**src/rtl/pcileech_tlps128_src_demux.sv**
```systemverilog
// Purpose: classify each RX TLP on its first beat and steer the whole packet to CFG/CPL/MEM/OTHER.
// Latency: one register stage; an accepted beat appears on out_* the following cycle.
// Backpressure: in_tready follows the selected port's ready; dropped packets are always consumed.
module pcileech_tlps128_src_demux #(
   parameter int CNT_W = 16
) (
   input  logic               clk_pcie,
   input  logic               rst,
   input  logic [127:0]       in_tdata,
   input  logic [3:0]         in_tkeepdw,
   input  logic               in_tlast,
   input  logic [8:0]         in_tuser,
   input  logic               in_tvalid,
   output logic               in_tready,
   input  logic [3:0]         port_en,
   output logic [127:0]       out_tdata,
   output logic [3:0]         out_tkeepdw,
   output logic               out_tlast,
   output logic [8:0]         out_tuser,
   output logic [3:0]         out_tvalid,
   input  logic [3:0]         out_tready,
   output logic [CNT_W-1:0]   drop_count,
   output logic [CNT_W-1:0]   err_count,
   output logic [CNT_W-1:0]   pkt_count_cpl
);

   typedef enum logic {ST_IDLE, ST_PKT} state_t;

   localparam logic [1:0] PORT_CFG   = 2'd0;
   localparam logic [1:0] PORT_CPL   = 2'd1;
   localparam logic [1:0] PORT_MEM   = 2'd2;
   localparam logic [1:0] PORT_OTHER = 2'd3;

   state_t             state_q, state_d;
   logic [1:0]         route_q, route_d;        // route of the packet currently arriving
   logic               drop_q, drop_d;          // current packet is being discarded
   logic               orphan_q, orphan_d;      // inside a run of headless beats
   logic               out_valid_q, out_valid_d;
   logic [1:0]         out_port_q, out_port_d;  // route of the beat held in the output register
   logic [127:0]       out_tdata_q, out_tdata_d;
   logic [3:0]         out_tkeepdw_q, out_tkeepdw_d;
   logic               out_tlast_q, out_tlast_d;
   logic [8:0]         out_tuser_q, out_tuser_d;
   logic [CNT_W-1:0]   drop_cnt_q, drop_cnt_d;
   logic [CNT_W-1:0]   err_cnt_q, err_cnt_d;
   logic [CNT_W-1:0]   pkt_cpl_q, pkt_cpl_d;

   logic               fire;
   logic               out_hs;
   logic               load;
   logic [1:0]         load_port;
   logic [1:0]         cls;

   // First-beat classification from the fmt/type byte (DW0[31:24]).
   function automatic logic [1:0] classify(input logic [7:0] fmt_type);
      logic [6:0] ft;
      ft = fmt_type[7:1];
      if (ft == 7'b0000010 || ft == 7'b0100010)
         return PORT_CFG;
      else if (ft == 7'b0000101 || ft == 7'b0100101)
         return PORT_CPL;
      else if (fmt_type[4:0] == 5'b00000)
         return PORT_MEM;
      else
         return PORT_OTHER;
   endfunction

   function automatic logic [CNT_W-1:0] sat_inc(input logic [CNT_W-1:0] v);
      return (&v) ? v : v + 1'b1;
   endfunction

   // Handshake, packet tracking, output register and counter next-state.
   always_comb begin
      state_d       = state_q;
      route_d       = route_q;
      drop_d        = drop_q;
      orphan_d      = orphan_q;
      out_valid_d   = out_valid_q;
      out_port_d    = out_port_q;
      out_tdata_d   = out_tdata_q;
      out_tkeepdw_d = out_tkeepdw_q;
      out_tlast_d   = out_tlast_q;
      out_tuser_d   = out_tuser_q;
      drop_cnt_d    = drop_cnt_q;
      err_cnt_d     = err_cnt_q;
      pkt_cpl_d     = pkt_cpl_q;
      load          = 1'b0;
      load_port     = route_q;

      in_tready = !out_valid_q || out_tready[out_port_q] || drop_q;
      fire      = in_tvalid && in_tready;
      out_hs    = out_valid_q && out_tready[out_port_q];
      cls       = classify(in_tdata[31:24]);

      if (fire) begin
         if (in_tuser[0]) begin
            // A header inside an open packet abandons the old route without a tlast.
            if (state_q == ST_PKT)
               err_cnt_d = sat_inc(err_cnt_q);
            orphan_d = 1'b0;
            route_d  = cls;
            if (!port_en[cls]) begin
               drop_d     = 1'b1;
               drop_cnt_d = sat_inc(drop_cnt_q);
            end else begin
               drop_d    = 1'b0;
               load      = 1'b1;
               load_port = cls;
            end
            if (in_tlast) begin
               state_d = ST_IDLE;
               drop_d  = 1'b0;
            end else begin
               state_d = ST_PKT;
            end
         end else if (state_q == ST_PKT) begin
            load = !drop_q;
            if (in_tlast) begin
               state_d = ST_IDLE;
               drop_d  = 1'b0;
            end
         end else begin
            // Headless beat outside a packet: swallow it, count the run once.
            if (!orphan_q) begin
               err_cnt_d = sat_inc(err_cnt_q);
               orphan_d  = 1'b1;
            end
         end
      end

      if (out_hs) begin
         out_valid_d = 1'b0;
         if (out_tlast_q && out_port_q == PORT_CPL)
            pkt_cpl_d = pkt_cpl_q + 1'b1;
      end

      // A load in the same cycle as the handshake refills without a bubble.
      if (load) begin
         out_valid_d   = 1'b1;
         out_port_d    = load_port;
         out_tdata_d   = in_tdata;
         out_tkeepdw_d = in_tkeepdw;
         out_tlast_d   = in_tlast;
         out_tuser_d   = in_tuser;
      end
   end

   // State, output and counter registers with synchronous reset.
   always_ff @(posedge clk_pcie) begin
      if (rst) begin
         state_q       <= ST_IDLE;
         route_q       <= 2'd0;
         drop_q        <= 1'b0;
         orphan_q      <= 1'b0;
         out_valid_q   <= 1'b0;
         out_port_q    <= 2'd0;
         out_tdata_q   <= '0;
         out_tkeepdw_q <= '0;
         out_tlast_q   <= 1'b0;
         out_tuser_q   <= '0;
         drop_cnt_q    <= '0;
         err_cnt_q     <= '0;
         pkt_cpl_q     <= '0;
      end else begin
         state_q       <= state_d;
         route_q       <= route_d;
         drop_q        <= drop_d;
         orphan_q      <= orphan_d;
         out_valid_q   <= out_valid_d;
         out_port_q    <= out_port_d;
         out_tdata_q   <= out_tdata_d;
         out_tkeepdw_q <= out_tkeepdw_d;
         out_tlast_q   <= out_tlast_d;
         out_tuser_q   <= out_tuser_d;
         drop_cnt_q    <= drop_cnt_d;
         err_cnt_q     <= err_cnt_d;
         pkt_cpl_q     <= pkt_cpl_d;
      end
   end

   assign out_tvalid    = out_valid_q ? (4'b0001 << out_port_q) : 4'b0000;
   assign out_tdata     = out_tdata_q;
   assign out_tkeepdw   = out_tkeepdw_q;
   assign out_tlast     = out_tlast_q;
   assign out_tuser     = out_tuser_q;
   assign drop_count    = drop_cnt_q;
   assign err_count     = err_cnt_q;
   assign pkt_count_cpl = pkt_cpl_q;

endmodule

```
**config.mk**
```make
export PLATFORM = sky130hd
export DESIGN_NAME = pcileech_tlps128_src_demux
export DESIGN_NICKNAME = d
export VERILOG_FILES = /design/src/rtl/pcileech_tlps128_src_demux.sv
export SDC_FILE = /design/constraint.sdc
export NUM_CORES = 1
export LEC_CHECK = 0
export CAP_MARGIN = 25
export CORE_MARGIN = 2
export CORE_UTILIZATION = 38
export CTS_BUF_LIST = sky130_fd_sc_hd__clkbuf_4 sky130_fd_sc_hd__clkbuf_8 sky130_fd_sc_hd__clkbuf_16
export CTS_CLUSTER_SIZE = 28
export DETAILED_ROUTE_END_ITERATION = 7
export HOLD_SLACK_MARGIN = 0.03
export PLACE_DENSITY = 0.72
export SKIP_LAST_GASP = 1
export SLEW_MARGIN = 5
export SYNTH_ARGS = -nofsm -noshare
export SYNTH_HDL_FRONTEND = slang
export SYNTH_SLANG_ARGS = --single-unit
```
**constraint.sdc**
```tcl
create_clock -name clk_pcie -period 3.1 [get_ports clk_pcie]
set_input_delay 0.31 -clock clk_pcie [delete_from_list [all_inputs] [get_ports clk_pcie]]
set_output_delay 0.31 -clock clk_pcie [all_outputs]
set_load 0.05 [all_outputs]
```
[Yosys cells after proc, flatten, opt, wreduce, memory -nomap -nowiden]
Cells that the tools add are included.
Operators by class
  $add $sub $neg: 3
  multiply operators: 0
  div/mod/pow operators: 0
  magnitude comparators: 2
  equal/unequal tests: 8
  shift-type cells: 1
  mux-type cells: 32
  bitwise operators: 2
  reductions and logical operators: 21
Operators with widths (count)
  16-bit 2-to-1 mux: 5
  16-bit by 1-bit adder with 16-bit output, second input constant: 3
  16-bit AND reduction: 2
  1-bit 2-to-1 mux: 19
  7-bit by 6-bit == test with 1-bit output, second input constant: 2
  2-bit 2-to-1 mux: 5
  4-bit AND reduction: 2
  7-bit by 2-bit == test with 1-bit output, second input constant: 1
  7-bit by 3-bit == test with 1-bit output, second input constant: 1
  2-bit by 3-bit < comparator with 1-bit output, second input constant: 2
  2-bit AND reduction: 3
  2-bit nonzero test: 3
  5-bit zero test: 1
  1-bit binary-select mux with 2-bit select: 2
  1-bit logical OR: 4
  4-bit 2-to-1 mux: 1
  2-bit inequality test, second input constant: 2
  1-bit by 2-bit << shifter with 4-bit output, first input constant: 1
  1-bit logical AND: 3
  3-bit AND reduction: 1
  2-bit by 1-bit == test with 1-bit output, second input constant: 1
  1-bit zero test: 2
  2-bit by 1-bit inequality test with 1-bit output, second input constant: 1
  1-bit NOT: 2
Storage, ports and cells
  flip-flop bits (word level): 198
  latch bits: 0
  bits in writable memories: 0
  memory bits (read-only): 0
  output and inout bits: 195
  memories kept: 0

[Longest topological paths before layout]
  word-level depth: 10
  gate-level depth with buffers: 10

[Least setup slack after synthesis]
No wires, ideal clock.
  path type: register -> register
  from: register drop_cnt_q[6] (netlist: drop_count[6])
  to: register drop_cnt_q[1] (netlist: drop_count[1])
  setup time: 70 ps
  arrival: 2258 ps
  path slack: 772 ps
  stages on the path, launching flop included: 9
  path buffers: 2
  period minus slack after synthesis: 2328 ps
  cells stage by stage: dfxtp_1 -> and4_1 -> and3_1 -> and3_1 -> a41o_1 -> buf_2 -> buf_1 -> o21ai_0 -> a21oi_1
On the way
  longest elaborated chain between the ends: 3
Ends and longest elaborated chain
  start: declaration: line 44  | logic [CNT_W-1:0] drop_cnt_q, drop_cnt_d;
  start signal: assignment: line 175  | drop_cnt_q <= drop_cnt_d;
  16-bit AND reduction: line 69  | return (&v) ? v : v + 1'b1;
  1-bit NOT (no line)
  4-bit AND reduction (no line)
No other way between the ends.
A chain may end at the register's enable or synchronous reset.

[Final worst setup path]
  from: register out_port_q[0]
  to: output in_tready
On the way
  longest elaborated chain between the ends: 4
Ends and longest elaborated chain
  start: declaration: line 39  | logic [1:0] out_port_q, out_port_d;
  start signal: assignment: line 170  | out_port_q <= out_port_d;
  1-bit binary-select mux with 2-bit select: line 90  | in_tready = !out_valid_q || out_tready[out_port_q] || drop_q;
  1-bit 2-to-1 mux (not written as such): line 90
  1-bit logical OR (2 in a row): line 90
  end: declaration: line 14  | output logic in_tready,
No other way between the ends. The select of a mux whose other input is x is not followed.

==> impl_metrics.toml <==
[synth]
synth_most_common_cell = "nand2_1"
synth_top_area_cell = "dfxtp_1"
synth_nets = 1112
synthTopCellsByArea = "dfxtp_1 (47%), mux2i_1 (17%), nand2_1 (13%)"
synth_warnings = 0
synth_top_family_by_area = "simple AND/OR/NAND/NOR gates"
synthFlopType = "dfxtp_1"
muxShareOfSynthArea_pct = 17.2
ys_ff_latch = 198
synth_top_area_share_pct = 47.1
synthArstFlopShare_pct = 0
synth_edf_count = 0
seq_area_frac_synth_pct = 47.1
synth_xor_area_share_pct = 2.91
netlist_area_sq_mm = 0.00842
synthAdderAreaFrac_pct = 0.446
synthCells = 956
synth_cell_type_count = 51
synth_compound_area_share_pct = 5.63
synth-simple-area-share_pct = 22.3
syn_area_per_cell_sq_um = 8.81
synth_common_cells = "nand2_1 (300), dfxtp_1 (198), mux2i_1 (141)"

[cells_and_area]
multi_input_comb_area_sq_mm = 0.00410
area_growth_pct = 52.2
design_area_sq_mm = 0.0128
final_nets = 1433
seqCellArea_sq_mm = 0.00396
nFillCells = 1901
stdcell_count = 1572
drive_gt1_share_pct = 5.19

[clock_network]
clock-sinks = 198
cts_buffers = 17
post_cts_resized = 0
ctsRootBufferMaster = "clkbuf_16"
post_cts_buffers = 0
cts_tree = "yes"
htreeDepth = 4
cts_hold_buffers = 0
clockBufferDepth = 2
insertion_delay_ps = 440
cts.clk_slew.worst_paths_ps = 80

[critical_path]
crit_type = "flip-flop to output port"
end_kind = "output port"
start_kind = "flip-flop"
cp-startpoint = "out_port_q[0]$_SDFFE_PP0P_"
critPathArrivalTime_ps = 2480
r2r-start = "out_port_q[0]$_SDFFE_PP0P_"
crit_required_ps = 2790
r2r_end = "drop_count[13]$_SDFFE_PP0P_"
endpoint = "in_tready"
reg2reg_slack_ps = 690
path_max_fanout = 6
r2r_cells = 7

[power_and_ir_drop]
p_per_area_mw_per_mm2 = 481
report.power.total_w = 0.00617
leakage_nw = 5.40
ir_drop_v = 0.000321

[routing]
drtAntennaViolNets = 0
firstDrtPassIters = 4
num_vias = 7650
wire_per_inst_um = 15.1
route.detailed.drc = 0
drtIter0Drc = 347
wirelength_um = 23800
avgViaCountPerCell = 4.87

[grt]
use_met2_pct = 32.4
grt_remaining_overflow = 0
grt-busiest-layer = "met2"
grtUsageMet1_pct = 25.0
grt_pass1_wl_um = 37800
grt_use_total_pct = 19.8
use_met3_pct = 4.88
antenna_found_initial = 2
grt_pass1_vias = 7206
grt_max_degree = 116

[placement]
dp_hpwl_um = 17500
gp_congestion = 0.815
place_ws_ps = 193
dp_cells = 1538
placed_area_sq_mm = 0.0122
portBuffers = 347

[sta]
worst_slack_ps = 313
fin_crit_sh_pct = 89.9
tightest_slew_ps = 656
period_needed_ps = 2790
hold_viol = 0
fin_tns_setup_ps = 0
fin_worst_skew_ps = 14.0
slew_headroom_pct = 56.1
fmaxAchievable_ghz = 0.359
slew_viol_final = 0
rsz0062_at_grt = "false"
finalSetupViolCount = 0

[floorplan]
start_util_pct = 38.7
io_pins = 348
die_area_sq_mm = 0.0234
die_h_um = 153
die_w_um = 153
coreArea_sq_mm = 0.0218
rows = 54

[hold_path]
min_path_type = "primary input to flip-flop"

[run]
drv_cap = 0

[status]
status = "completed"
[per-layer routing]
| layer | wire [um] | up-vias |
|---|---|---|
| met2 | 11200 | 252 |
| met5 | 0 | - |
| met1 | 10400 | 3514 |
| li1 | - | 3845 |
| met3 | 1520 | 39 |
| met4 | 663 | 0 |
[critical path, stage by stage (launching register included)]
cell             delay (ps)
dfxtp_1                 470
mux2_4                  340
a2bb2oi_4               180
or2_2                   310
clkdlybuf4s50_1         740
[sequential cells by signal, summed over array words and instances (netlist names), 2 cells and up]
| name | count |
|---|---|
| out_tuser | 9 |
| out_tkeepdw | 4 |
| out_tdata | 128 |
| pkt_count_cpl | 16 |
| err_count | 16 |
| route_q | 2 |
| out_port_q | 2 |
| drop_count | 16 |
[stage by stage]
stage               util (%)  hold slack [ps]
floorplan                  -              419
global placement        56.0              443
detailed placement      56.0              450
CTS                     58.9              391
global route            58.9              396
finish                  58.9              409
[worst min path at each step]
stage / startpoint / endpoint / slack, ps / depth (start not counted)
after global routing: in_tdata[63] / out_tdata[63]$_SDFFE_PP0P_ / 400 / 3
final: in_tdata[46] / out_tdata[46]$_SDFFE_PP0P_ / 410 / 3
after floorplan: in_tvalid / drop_q$_SDFFE_PP0P_ / 420 / 1
after global placement: route_q[0]$_SDFFE_PP0P_ / route_q[0]$_SDFFE_PP0P_ / 440 / 2
after detailed placement: out_tdata[53]$_SDFFE_PP0P_ / out_tdata[53]$_SDFFE_PP0P_ / 450 / 2
after CTS: in_tdata[63] / out_tdata[63]$_SDFFE_PP0P_ / 390 / 3
[report_power, final]
group / internal (W) / switching [W]
Clock: 0.00124 / 0.00111
Sequential: 0.00264 / 0.0000565
Combinational: 0.000476 / 0.000646
Total: 0.00436 / 0.00181
[cell usage in the layout (no fill, tap or decap), types with 2 or more instances in the layout]
cell type / instances
ha_1: 3
o21ai_2: 2
and3_1: 10
inv_8: 4
nor3b_1: 2
o211ai_1: 2
nand3_1: 18
nor4_1: 7
diode_2: 2
bufinv_16: 2
o21ai_0: 7
dfxtp_1: 198
clkdlybuf4s50_1: 346
and2_1: 2
nor3_1: 16
mux2_2: 2
and4_1: 3
nor2_1: 47
nand2_1: 300
inv_6: 5
or3_1: 5
nor2b_1: 5
clkbuf_16: 17
buf_4: 13
o31ai_1: 12
xor2_1: 8
a21oi_1: 24
inv_1: 13
clkinv_8: 3
nand4_1: 9
mux2i_1: 141
buf_12: 7
xnor2_1: 20
or4_1: 12
[cell type report]
class | count | area share (%)
Antenna cell | 2 | 0.0391
Clock buffer | 17 | 3.32
Clock inverter | 15 | 1.58
Inverter | 14 | 0.469
Multi-Input combinational cell | 679 | 32.0
Sequential cell | 198 | 30.9
Tap cell | 280 | 2.73
Timing Repair Buffer | 367 | 28.9
[logic make-up (layout without fill, tap and decap cells)]
family / after synthesis / count (layout)
adders and majority gates: 3 / 3
xor gates and xnor gates: 28 / 28
buffers and inverters: 79 / 413
DFF: 198 / 198
other: 0 / 2
AOI/OAI and AO/OA: 64 / 64
muxes: 144 / 144
and+or+nand+nor: 440 / 440
Power figures use the tool's default switching activity.
